$ cat src/rtl/clkgen_dff_unit.sv
// -----------------------------------------------------------------------------
// clkgen_dff_unit
//
// Purpose:
//   Burst clock generator combined with a D flip-flop. A start request in IDLE
//   launches a burst of N periods of a divided clock (gen_clk). Each gen_clk
//   period is 2*HALF_PERIOD clk cycles long with a 50% duty cycle. Input d is
//   captured into q at every gen_clk rising edge ("rise tick"). Everything is
//   implemented synchronously in the clk domain: gen_clk is a registered data
//   signal, not a derived clock.
//
// Ports:
//   clk         in   system clock; all state changes on its rising edge
//   rst_n       in   asynchronous active-low reset
//   start       in   burst request, honoured only in IDLE (and only if stop=0)
//   stop        in   abort the running burst (priority over phase ends)
//   d           in   flip-flop data input, sampled on rise ticks only
//   gen_clk     out  generated clock (registered, glitch-free)
//   q           out  flip-flop output
//   busy        out  high while a burst is running
//   done        out  one-cycle pulse when a burst completes normally
//   pulse_count out  gen_clk rising edges in the current/last burst
// -----------------------------------------------------------------------------
module clkgen_dff_unit #(
    parameter  int N           = 10,
    parameter  int HALF_PERIOD = 5,
    localparam int CW          = $clog2(N + 1)
) (
    input  logic          clk,
    input  logic          rst_n,
    input  logic          start,
    input  logic          stop,
    input  logic          d,
    output logic          gen_clk,
    output logic          q,
    output logic          busy,
    output logic          done,
    output logic [CW-1:0] pulse_count
);

    // Phase counter needs at least one bit even when HALF_PERIOD == 1.
    localparam int             PW         = (HALF_PERIOD > 1) ? $clog2(HALF_PERIOD) : 1;
    localparam logic [PW-1:0]  PHASE_LAST = PW'(HALF_PERIOD - 1);
    localparam logic [CW-1:0]  N_C        = CW'(N);

    typedef enum logic [1:0] {
        S_IDLE,
        S_HIGH,
        S_LOW
    } state_t;

    state_t          state_q,   state_d;
    logic [PW-1:0]   phase_q,   phase_d;
    logic            gen_clk_q, gen_clk_d;
    logic            dff_q,     dff_d;
    logic            busy_q,    busy_d;
    logic            done_q,    done_d;
    logic [CW-1:0]   pcnt_q,    pcnt_d;
    logic            phase_end;

    assign phase_end = (phase_q == PHASE_LAST);

    always_ff @(posedge clk or negedge rst_n) begin
        if (!rst_n) begin
            state_q   <= S_IDLE;
            phase_q   <= '0;
            gen_clk_q <= 1'b0;
            dff_q     <= 1'b0;
            busy_q    <= 1'b0;
            done_q    <= 1'b0;
            pcnt_q    <= '0;
        end else begin
            state_q   <= state_d;
            phase_q   <= phase_d;
            gen_clk_q <= gen_clk_d;
            dff_q     <= dff_d;
            busy_q    <= busy_d;
            done_q    <= done_d;
            pcnt_q    <= pcnt_d;
        end
    end

    always_comb begin
        state_d   = state_q;
        phase_d   = phase_q;
        gen_clk_d = gen_clk_q;
        dff_d     = dff_q;
        busy_d    = busy_q;
        done_d    = 1'b0;          // done is a single-cycle pulse
        pcnt_d    = pcnt_q;

        case (state_q)
            S_IDLE: begin
                gen_clk_d = 1'b0;
                busy_d    = 1'b0;
                phase_d   = '0;
                // start together with stop is treated as "no request".
                if (start && !stop) begin
                    state_d   = S_HIGH;
                    gen_clk_d = 1'b1;
                    dff_d     = d;
                    pcnt_d    = CW'(1);    // first tick of a fresh burst
                    busy_d    = 1'b1;
                end
            end

            S_HIGH: begin
                if (stop) begin
                    state_d   = S_IDLE;
                    gen_clk_d = 1'b0;
                    busy_d    = 1'b0;
                    phase_d   = '0;
                end else if (phase_end) begin
                    state_d   = S_LOW;
                    gen_clk_d = 1'b0;
                    phase_d   = '0;
                end else begin
                    phase_d   = phase_q + PW'(1);
                end
            end

            S_LOW: begin
                if (stop) begin
                    state_d   = S_IDLE;
                    gen_clk_d = 1'b0;
                    busy_d    = 1'b0;
                    phase_d   = '0;
                end else if (phase_end) begin
                    phase_d = '0;
                    if (pcnt_q < N_C) begin
                        // Rise tick: next gen_clk period starts on this edge.
                        state_d   = S_HIGH;
                        gen_clk_d = 1'b1;
                        dff_d     = d;
                        pcnt_d    = pcnt_q + CW'(1);
                    end else begin
                        state_d   = S_IDLE;
                        busy_d    = 1'b0;
                        done_d    = 1'b1;
                    end
                end else begin
                    phase_d = phase_q + PW'(1);
                end
            end

            default: begin
                state_d   = S_IDLE;
                gen_clk_d = 1'b0;
                busy_d    = 1'b0;
                phase_d   = '0;
            end
        endcase
    end

    assign gen_clk     = gen_clk_q;
    assign q           = dff_q;
    assign busy        = busy_q;
    assign done        = done_q;
    assign pulse_count = pcnt_q;

endmodule

$ cat config.mk
export PLATFORM = sky130hd
export DESIGN_NAME = clkgen_dff_unit
export DESIGN_NICKNAME = d
export VERILOG_FILES = /design/src/rtl/clkgen_dff_unit.sv
export SDC_FILE = /design/constraint.sdc
export NUM_CORES = 1
export LEC_CHECK = 0
export CAP_MARGIN = 15
export CORE_MARGIN = 1.5
export CORE_UTILIZATION = 50
export DETAILED_ROUTE_END_ITERATION = 8
export GPL_ROUTABILITY_DRIVEN = 0
export PLACE_DENSITY = 0.8
export SETUP_SLACK_MARGIN = 0.2
export SLEW_MARGIN = 20
export SYNTH_ARGS = -nofsm -noshare
export SYNTH_HDL_FRONTEND = slang
export SYNTH_SLANG_ARGS = --single-unit
$ cat constraint.sdc
create_clock -name clk -period 1.95 [get_ports clk]
set_clock_uncertainty 0.15 [all_clocks]
set_input_delay 0.2925 -clock clk [delete_from_list [all_inputs] [get_ports clk]]
set_output_delay 0.2925 -clock clk [all_outputs]
set_load 0.005 [all_outputs]
=== Word-level counts from Yosys, hierarchy flattened ===
Cells that the tools add are included.

* $add $sub $neg: 2
* Order comparisons: 1
* Equality and inequality tests: 12
* Mux-type cells: 36
* Reductions and logical operators: 9

{| class="wikitable"
|+ Operators with widths
! kind !! count
|-
| $mux 1 || 19
|-
| $mux 4 || 4
|-
| $ne 3x3->1 const B || 4
|-
| $mux 2 || 5
|-
| $ne 2x2->1 const B || 5
|-
| $mux 3 || 3
|-
| $reduce_and 3->1 || 3
|-
| $pmux 4 s2 || 1
|-
| $pmux 1 s3 || 2
|-
| $pmux 2 s3 || 1
|-
| $reduce_and 5->1 || 1
|-
| $add 4x1->4 const B || 1
|-
| $lt 4x4->1 const B || 1
|-
| $add 3x1->3 const B || 1
|-
| $eq 3x3->1 const B || 1
|-
| $eq 2x1->1 const B || 1
|-
| $eq 2x2->1 const B || 1
|-
| $logic_not 2->1 || 1
|-
| $pmux 1 s2 || 1
|-
| $reduce_bool 2->1 || 1
|-
| $reduce_or 2->1 || 1
|-
| $logic_and 1x1->1 || 1
|-
| $logic_not 1->1 || 1
|}

* Bits in registers: 13
* Input bits: 5
* Output and inout port bits: 8
* Word-level logic and storage cells: 67

=== Depth between registers and ports, before layout ===
Gate-level depths: netlist of the first run.

* Depth in word-level cells: 5
* Mapped depth: 6
* Depth with buffers taken out: 6

=== Worst setup path after synthesis of the first run ===
Ideal clock, no wire load.

* Kind: register -> register
* Start: reg state_q[0]
* End: reg dff_q, in the netlist q
* Setup time: 0.127 ns
* Arrival: 1.468 ns
* Data required time: 1.673 ns
* Path slack: 0.204 ns
* Stages on the path, launching flop included: 7
* Buffers on the path: 0
* Period minus slack after synthesis: 1.746 ns
* Path through: dfrtp_1 inv_1 ha_1 nand2_1 o22ai_1 o21a_1 mux2_1

* Longest elaborated chain between the ends: 3
* Elaborated cells on any way between the ends: 9
* Those cells by class: eq/ne (5); mux (1); reduce/logical (3)

{| class="wikitable"
|+ RTL lines
! element !! line !! text
|-
| from (decl) || 52 || <nowiki>state_t state_q, state_d;</nowiki>
|-
| from (signal assigned) || 73 || <nowiki>state_q <= state_d;</nowiki>
|-
| $eq 2x2->1 or $logic_not 2->1 (tied branches) || 92 || <nowiki>case (state_q)</nowiki>
|-
| $ne 2x2->1 (no source line) or $reduce_bool 2->1 (tied branches) || n/a ||
|-
| $reduce_and 5->1 (no source line) || n/a ||
|-
| to (signal assigned) || 68 || <nowiki>dff_q <= 1'b0;</nowiki>
|-
| to (signal assigned) || 76 || <nowiki>dff_q <= dff_d;</nowiki>
|-
| to (decl) || 55 || <nowiki>logic dff_q, dff_d;</nowiki>
|}

Several ways; a longest one is shown, not always the timed one.
A chain may end at the register's enable or synchronous reset.

=== Final worst setup path of the first run ===
* Start: reg state_q[0]
* End: reg busy_q, in the netlist busy

* Longest elaborated chain between the ends: 3
* Elaborated cells on any way between the ends: 8
* Those cells by class: eq/ne (5); mux (1); reduce/logical (2)

{| class="wikitable"
|+ RTL lines
! element !! line !! text
|-
| $eq 2x2->1 or $eq 2x1->1 (tied branches) || 92 ||
|-
| $ne 3x3->1 (no source line) or $ne 2x2->1 (tied branches) || n/a ||
|-
| $reduce_and 3->1 (no source line) || n/a ||
|-
| to (signal assigned) || 77 || <nowiki>busy_q <= busy_d;</nowiki>
|-
| to (decl) || 56 || <nowiki>logic busy_q, busy_d;</nowiki>
|}

Several ways; a longest one is shown, not always the timed one.

==> results.json, run 1 <==
{
  "syn_avg_cell_area_um2": 9.90,
  "yosysUniqueCellTypes": 29,
  "cts_tree": "built",
  "cts_root_buf": "clkbuf_4",
  "via_count": 689,
  "netlist_area_um2": 782,
  "row_count": 14,
  "coreArea_um2": 1490,
  "yosys.area.top_type": "dfrtp_1",
  "syn2layout_area_growth_pct": 39.5,
  "hold_violations": 0,
  "port_buffers": 12,
  "synth-compound-area-share_pct": 17.3,
  "ioPinCount": 13,
  "grt_pass1_wl_um": 2480,
  "endpoint_kind": "flip-flop",
  "fin_cells": 122,
  "die_w_um": 42.5,
  "period_minus_slack_ps": 1720,
  "fp.dieH_um": 42.5,
  "synth_fa_ha_area_share_pct": 11.2,
  "fmax_ghz": 0.582,
  "synthXorXnorAreaFrac_pct": 0,
  "antenna_found_initial": 0,
  "tns_ps": 0,
  "postRouteAntennaNets": 0,
  "dp.cells": 114,
  "clockBufferDepth": 2,
  "status": "finished, final reports clean",
  "rsz0062_at_grt": "yes",
  "synth.area.mux_share_pct": 5.60,
  "p_per_area_nw_per_um2": 1300,
  "wire_per_inst_um": 13.9,
  "drv_slew": 0,
  "ys_ff_latch": 13,
  "drc": 0,
  "hp-class": "in2async",
  "worstRegToRegCells": 6,
  "clock_sinks": 13,
  "yosysWarnings": 0,
  "arrival_ps": 1730,
  "timing.slew.headroom_pct": 60.1,
  "postCtsHoldBufs": 0,
  "place_hpwl_um": 1110,
  "crit_path_start_kind": "flip-flop",
  "n_antenna_cell": 0,
  "layout.nets": 119,
  "start_util_pct": 52.5,
  "clk_latency_ps": 280,
  "dr.pass1.iters": 4,
  "crit_fanout": 5,
  "worstSetupPathType": "reg2reg",
  "setup_viol": 0,
  "synth_top_family_by_area": "simple AND/OR/NAND/NOR gates",
  "clk_pin_slew_ps": 90,
  "r2r-start": "state_q[0]$_DFFE_PN0P_",
  "vias_per_cell": 5.65,
  "synth_top_cell_area_share_pct": 41.6,
  "leakage_nw": 0.471,
  "synthSimpleGateAreaFrac_pct": 19.7,
  "reg2reg_to": "busy$_DFFE_PN0P_",
  "max-cap-violations": 0,
  "peakVddDrop_v": 0.00107,
  "drt_wl_total_um": 1700,
  "synth_nets": 91,
  "synthCells": 79,
  "die_area_um2": 1810,
  "grt_max_degree": 14,
  "grt.overflow.total": 0,
  "cts.htree.levels": 1,
  "drive_gt1_share_pct": 31.1,
  "detail_route.iter0.violations": 14,
  "yosys-top-cells-area": "dfrtp_1 42%, ha_1 11%, mux2_1 4.3%",
  "tightest_slew_ps": 596,
  "ys_seq_area_share_pct": 41.6,
  "fillCellCount": 109,
  "cts_made_buffers": 3,
  "r2r_slack_ps": 230,
  "grt_pass1_vias": 613,
  "fin_crit_sh_pct": 88.1,
  "grt_usage_pct": 18.2,
  "cp.required_ps": 1960
}
[registers in the layout, summed over array words and instances, names as in the netlist]
name and cells:
busy 1, pulse_count 4, done 1, q 1
state_q 2, phase_q 3, gen_clk 1
[routing by layer]
metal / global-route usage, % / wire, um
met1: 22.7 / 748
met2: 31.1 / 880
met3: 2.59 / 53
met4: 7.50 / 16
met5: 0 / 0
[cells in the final DEF, fill, tap and decap left out, types with 2 or more instances in the layout]
cell type | netlist | routed
clkbuf_4 | 0 | 3
buf_4 | 0 | 12
nor2_1 | 4 | 3
nand2_1 | 8 | 7
a21oi_1 | 6 | 5
dfrtp_1 | 13 | 13
ha_4 | 0 | 2
ha_2 | 0 | 2
nor3_1 | 2 | 2
o21a_1 | 2 | 2
inv_1 | 7 | 4
mux2_1 | 3 | 2
nand3_1 | 3 | 3
nand2b_1 | 3 | 3
ha_1 | 7 | 3
clkdlybuf4s50_1 | 0 | 12
inv_2 | 0 | 2
o22a_1 | 2 | 2
[worst max-delay path by stage]
stage | startpoint | end
finish | state_q[0]$_DFFE_PN0P_ | busy$_DFFE_PN0P_
global route | state_q[0]$_DFFE_PN0P_ | state_q[0]$_DFFE_PN0P_
detailed placement | stop | state_q[0]$_DFFE_PN0P_
floorplan | state_q[0]$_DFFE_PN0P_ | q$_DFFE_PN0P_
CTS | state_q[1]$_DFFE_PN0P_ | q$_DFFE_PN0P_
global placement | stop | state_q[0]$_DFFE_PN0P_
[cell usage after synthesis]
cell type,number
a211oi_1,1
a21o_1,1
a21oi_1,6
a41oi_1,1
and2_1,1
and3b_1,1
buf_2,2
dfrtp_1,13
ha_1,7
inv_1,7
mux2_1,3
mux2i_1,1
nand2_1,8
nand2b_1,3
nand3_1,3
nand4_1,1
nor2_1,4
nor3_1,2
nor3_2,1
nor3_4,1
nor4_1,1
o211ai_1,1
o21a_1,2
o21a_4,1
o21ai_0,1
o21ai_2,1
o22a_1,2
o22ai_1,2
or3_4,1
[final cells by class]
cell class                 instances  area [um^2]  share of cell area (%)
inverter                           7         28.8                    2.64
clock buffer                       4         26.3                    2.41
tap                               16         20.0                    1.83
timing repair buffer              25          221                    20.3
sequential                        13          325                    29.8
multi-input combinational         57          469                    43.0
[logic make-up (layout without fill, tap and decap cells)]
family / after synthesis / count (layout)
adders and majority gates: 7 / 7
and+or+nand+nor: 27 / 27
muxes: 4 / 4
buffers and inverters: 9 / 36
AOI/OAI and AO/OA: 19 / 19
DFF: 13 / 13
[report_power, final]
group	internal [mW]	switching [mW]	leakage, nW
combinational	0.435	0.367	0.288
clock	0.0794	0.0913	0.0150
sequential	0.355	0.0855	0.168
[worst max-delay path, cell delays in order, from the launching register on]
cell	delay, ps
dfrtp_1	400
inv_2	100
ha_4	160
inv_4	50
or3_4	370
o21ai_2	70
mux2_4	310
[stage by stage]
stage / hold WS [ps] / cell area, um^2 / util (%) / power (mW) / setup WS [ps]
finish: 230 / 1090 / 73.3 / 1.41 / 231
floorplan: -153 / 782 / - / 0.811 / 204
CTS: 257 / 1020 / 68.7 / 1.27 / 184
global route: 294 / 1090 / 73.3 / 1.52 / 162
global placement: 312 / 980 / 65.8 / 1.04 / 63.6
detailed placement: 317 / 980 / 65.8 / 1.06 / 76.8
[what timing repair did]
action                                  CTS  global route
pin swaps                                 0             2
endpoints found under the setup margin    3             7
hold endpoints to repair                  0             0
buffers inserted                          1             3
resized for setup                         4            12
(Power assumes the default switching activity.)
==> run 2: changes to the inputs <==
--- a/config.mk
+++ b/config.mk
@@ -10,7 +10,9 @@
 export CORE_UTILIZATION = 50
 export DETAILED_ROUTE_END_ITERATION = 8
 export GPL_ROUTABILITY_DRIVEN = 0
+export HOLD_SLACK_MARGIN = 0.1
 export PLACE_DENSITY = 0.8
+export REMOVE_ABC_BUFFERS = 1
 export SETUP_SLACK_MARGIN = 0.2
 export SLEW_MARGIN = 20
 export SYNTH_ARGS = -nofsm -noshare
==> results.json, run 2 (synthesis gave the netlist of run 1 again) <==
{
  "hold_violations": 0,
  "layout.nets": 117,
  "drv_slew": 0,
  "timing.slew.headroom_pct": 60.9,
  "n_antenna_cell": 0,
  "cts_tree": "built",
  "combinationalPowerShare_pct": 58.9,
  "port_buffers": 12,
  "setup_viol": 0,
  "dr.pass1.iters": 4,
  "cts_root_buf": "clkbuf_4",
  "arrival_ps": 1760,
  "cts.htree.levels": 1,
  "period_minus_slack_ps": 1740,
  "cp.required_ps": 1970,
  "clock_sinks": 13,
  "clk_latency_ps": 280,
  "drive_gt1_share_pct": 32.7,
  "drc": 0,
  "die_area_um2": 1810,
  "detail_route.iter0.violations": 23,
  "die_w_um": 42.5,
  "start_util_pct": 52.5,
  "grt_usage_pct": 20.3,
  "vias_per_cell": 5.78,
  "r2r_slack_ps": 210,
  "max-cap-violations": 0,
  "status": "finished, final reports clean",
  "crit_path_start_kind": "flip-flop",
  "clk_pin_slew_ps": 80,
  "fmax_ghz": 0.575,
  "grt_pass1_wl_um": 2720,
  "fin_crit_sh_pct": 89.2,
  "p_per_area_nw_per_um2": 1360,
  "leakage_nw": 0.480,
  "grt.overflow.total": 0,
  "syn2layout_area_growth_pct": 41.9,
  "rsz0062_at_grt": "yes",
  "tightest_slew_ps": 585,
  "peakVddDrop_v": 0.000974,
  "drt_wl_total_um": 1770,
  "worstSetupPathType": "reg2reg",
  "row_count": 14,
  "via_count": 693,
  "final_cell_mix": "11 x dfrtp_1, 11 x clkdlybuf4s50_1, 11 x buf_4, 7 x nand2_1",
  "hp-class": "in2async",
  "ioPinCount": 13,
  "wire_per_inst_um": 14.8,
  "cts_made_buffers": 3,
  "holdWs_ps": 226,
  "antenna_found_initial": 0,
  "grt_pass1_vias": 615,
  "crit_fanout": 6,
  "postCtsHoldBufs": 0,
  "postRouteAntennaNets": 0,
  "endpoint_kind": "flip-flop",
  "p_sw_uw": 584,
  "largest_reg_flops": 4,
  "clockBufferDepth": 2,
  "grt_max_degree": 14,
  "swShare_pct": 38.8,
  "tns_ps": 0,
  "coreArea_um2": 1490,
  "p_int_uw": 920,
  "place_hpwl_um": 1150,
  "p_clk_share_pct": 11.3,
  "seqPwrFrac_pct": 29.8,
  "power_mw": 1.50,
  "fp.dieH_um": 42.5
}
[run 2: worst max-delay path, cell delays in order (launching register included)]
cell and delay [ps]:
dfrtp_1 450, o21a_4 250, or3_4 390, o21ai_4 70, mux2_4 310
[run 2: final timing paths]
| kind | depth (start not counted) | end | startpoint |
|---|---|---|---|
| setup / recovery | 4 | busy$_DFFE_PN0P_ | pulse_count[1]$_DFFE_PN0P_ |
| hold / removal | 1 | state_q[0]$_DFFE_PN0P_ | rst_n |
| setup reg to reg | 4 | busy$_DFFE_PN0P_ | pulse_count[1]$_DFFE_PN0P_ |
| hold reg to reg | 1 | phase_q[0]$_DFF_PN0_ | phase_q[0]$_DFF_PN0_ |
| max in group asynchronous | 1 | pulse_count[2]$_DFFE_PN0P_ | rst_n |
| min in group clk | 1 | phase_q[0]$_DFF_PN0_ | phase_q[0]$_DFF_PN0_ |
[run 2: final cells by class]
cell class	count	area, um^2
Tap cell	16	20.0
Clock buffer	4	26.3
Inverter	7	26.3
Multi-Input combinational cell	57	504
Fill cell	94	379
Timing Repair Buffer	23	205
Sequential cell	13	328
[run 2: what timing repair did]
action	CTS	global route
buffers inserted	2	2
endpoints found under the setup margin	2	4
pin swaps	0	6
gates resized for setup	6	16
[run 2: power by group through the flow]
stage / clock network, mW / logic [mW] / registers (mW)
global route: 0.185 / 0.954 / 0.458
detailed placement: 0 / 0.636 / 0.446
global placement: 0 / 0.616 / 0.439
floorplan: 0 / 0.370 / 0.433
CTS: 0.177 / 0.711 / 0.437
finish: 0.170 / 0.886 / 0.448
[run 2: metal layers]
| layer | wire length [um] | vias up | global-route usage (%) |
|---|---|---|---|
| met2 | 888 | 17 | 29.5 |
| met1 | 763 | 337 | 26.2 |
| met5 | 0 | - | 0 |
| li1 | - | 332 | - |
| met3 | 59 | 7 | 4.74 |
| met4 | 59 | 0 | 14.4 |
[run 2: stage by stage]
stage | utilization (%) | cell area (um^2) | instances | setup slack [ps]
after floorplan | - | 772 | 77 | 4.27
after global placement | 64.8 | 965 | 112 | 85.9
after detailed placement | 64.8 | 965 | 112 | 9.21
after CTS | 68.8 | 1020 | 118 | 188
after global routing | 74.5 | 1110 | 120 | 176
final | 74.5 | 1110 | 120 | 211
==> run 3: changes to the inputs <==
--- a/config.mk
+++ b/config.mk
@@ -11,7 +11,7 @@
 export DETAILED_ROUTE_END_ITERATION = 8
 export GPL_ROUTABILITY_DRIVEN = 0
 export HOLD_SLACK_MARGIN = 0.1
-export PLACE_DENSITY = 0.8
+export PLACE_DENSITY = 0.72
 export REMOVE_ABC_BUFFERS = 1
 export SETUP_SLACK_MARGIN = 0.2
 export SLEW_MARGIN = 20
==> results.json, run 3 (synthesis gave the netlist of run 1 again) <==
{
  "status": "finished, final reports clean",
  "die_w_um": 42.5,
  "swShare_pct": 37.5,
  "worstPathCellList": "buf_4 -> ha_1 -> nor2_1 -> nor3_2 -> a21oi_2 -> mux2_4",
  "dr.pass1.iters": 4,
  "die_area_um2": 1810,
  "layout.nets": 120,
  "grt_pass1_wl_um": 2650,
  "place_hpwl_um": 1130,
  "cts_made_buffers": 3,
  "fmax_ghz": 0.580,
  "ioPinCount": 13,
  "timing.slew.headroom_pct": 61.7,
  "grt_max_degree": 14,
  "coreArea_um2": 1490,
  "p_per_area_nw_per_um2": 1360,
  "reg2reg_to": "state_q[0]$_DFFE_PN0P_",
  "stdcell_area_um2": 1100,
  "final_common_cell": "buf_4",
  "grt_usage_pct": 19.9,
  "cts.htree.levels": 1,
  "antenna_found_initial": 0,
  "grt_pass1_vias": 635,
  "setup_viol": 0,
  "cts_root_buf": "clkbuf_4",
  "place_ws_ps": 47.9,
  "critPathTopFamily": "flip-flops",
  "seqPwrFrac_pct": 29.8,
  "clockBufferDepth": 2,
  "r2r_slack_ps": 230,
  "via_count": 692,
  "p_clk_share_pct": 11.2,
  "fin_crit_sh_pct": 88.4,
  "peakVddDrop_v": 0.000790,
  "drt_wl_total_um": 1740,
  "p_sw_uw": 560,
  "worstRegToRegCells": 6,
  "fillCellCount": 108,
  "r2r-start": "state_q[0]$_DFFE_PN0P_",
  "slowest_stage": "dfrtp_1",
  "hold_violations": 0,
  "crit_fanout": 3,
  "clock_sinks": 13,
  "combinationalPowerShare_pct": 59.0,
  "drive_gt1_share_pct": 33.6,
  "port_buffers": 12,
  "syn2layout_area_growth_pct": 40.5,
  "regArea_um2": 328,
  "arrival_ps": 1740,
  "n_antenna_cell": 0,
  "final_cell_mix": "14 x buf_4, 12 x clkdlybuf4s50_1, 11 x dfrtp_1, 7 x nand2_1, 5 x ha_1",
  "cp.required_ps": 1960,
  "detail_route.iter0.violations": 19,
  "period_minus_slack_ps": 1720,
  "grt.overflow.total": 0,
  "crit_path_start_kind": "flip-flop",
  "critPathBufInv": 1,
  "endpoint_kind": "flip-flop",
  "wire_per_inst_um": 14.1,
  "drc": 0,
  "hp-class": "in2async",
  "tightest_slew_ps": 573,
  "rsz0062_at_grt": "no",
  "clk_latency_ps": 270,
  "vias_per_cell": 5.63,
  "row_count": 14,
  "p_int_uw": 933,
  "slowest_delay_ps": 400,
  "holdWs_ps": 229,
  "largest_reg_flops": 4,
  "multiInputGateArea_um2": 473,
  "placed_area_um2": 972,
  "postRouteAntennaNets": 0,
  "drv_slew": 0,
  "clk_pin_slew_ps": 80,
  "start_util_pct": 52.5,
  "max-cap-violations": 0,
  "postCtsHoldBufs": 0,
  "tns_ps": 0,
  "cts_tree": "built",
  "fp.dieH_um": 42.5,
  "worstSetupPathType": "reg2reg",
  "leakage_nw": 0.483,
  "setup_slack_ps": 226
}
## run 3: changes by cell type in the layout (fill, tap and decap cells not counted), sizes merged
cell	delta
buf	+3
clkdlybuf4s50	+1
dlymetal6s2s	-1
## run 3: worst max-delay path by stage
stage | start | to | slack [ps] | cells past startpoint
2_1_floorplan | state_q[0]$_DFFE_PN0P_ | busy$_DFFE_PN0P_ | 4 | 6
3_3_place_gp | stop | q$_DFFE_PN0P_ | 60 | 5
3_5_place_dp | stop | pulse_count[3]$_DFFE_PN0P_ | 50 | 6
4_1_cts | state_q[1]$_DFFE_PN0P_ | q$_DFFE_PN0P_ | 190 | 7
5_1_grt | state_q[0]$_DFFE_PN0P_ | state_q[0]$_DFFE_PN0P_ | 150 | 6
6_report | state_q[0]$_DFFE_PN0P_ | state_q[0]$_DFFE_PN0P_ | 230 | 6
## run 3: layout make-up
cell class / count / area share [%]
Tap cell: 16 / 1.82
Clock buffer: 4 / 2.39
Multi-Input combinational cell: 57 / 43.1
Sequential cell: 13 / 29.8
Timing Repair Buffer: 26 / 20.5
Inverter: 7 / 2.39
## run 3: power groups by stage
stage	logic, mW	clock network [mW]	registers (mW)
after floorplan	0.370	0	0.433
final	0.880	0.167	0.445
after CTS	0.707	0.173	0.432
after global routing	0.957	0.184	0.456
after global placement	0.635	0	0.438
after detailed placement	0.643	0	0.444
## run 3: what timing repair did
action / 4_1_cts / 5_1_grt
setup endpoints to repair: 2 / 6
gates resized for setup: 3 / 13
setup buffers: 3 / 3
pin swaps: 0 / 5
## run 3: layer usage
layer / GRT usage [%] / share of wire, %
met1: 24.7 / 46
met4: 11.3 / 1.8
met2: 32.9 / 49
met3: 2.59 / 3.2
met5: 0 / 0
## run 3: stage by stage
| step | util, % | power, mW | cells |
|---|---|---|---|
| after global placement | 65.3 | 1.07 | 113 |
| after global routing | 73.8 | 1.60 | 123 |
| final | 73.8 | 1.49 | 123 |
| after floorplan | - | 0.803 | 77 |
| after detailed placement | 65.3 | 1.09 | 113 |
| after CTS | 68.9 | 1.31 | 120 |
## run 3: worst reg2reg max path, delay by kind of cell, from the launching register on
family	cells	cell delay, ps
DFF	1	400
muxes	1	320
adders and majority gates	1	220
and+or+nand+nor	2	200
AOI/OAI and AO/OA	1	180
buffers and inverters	1	150
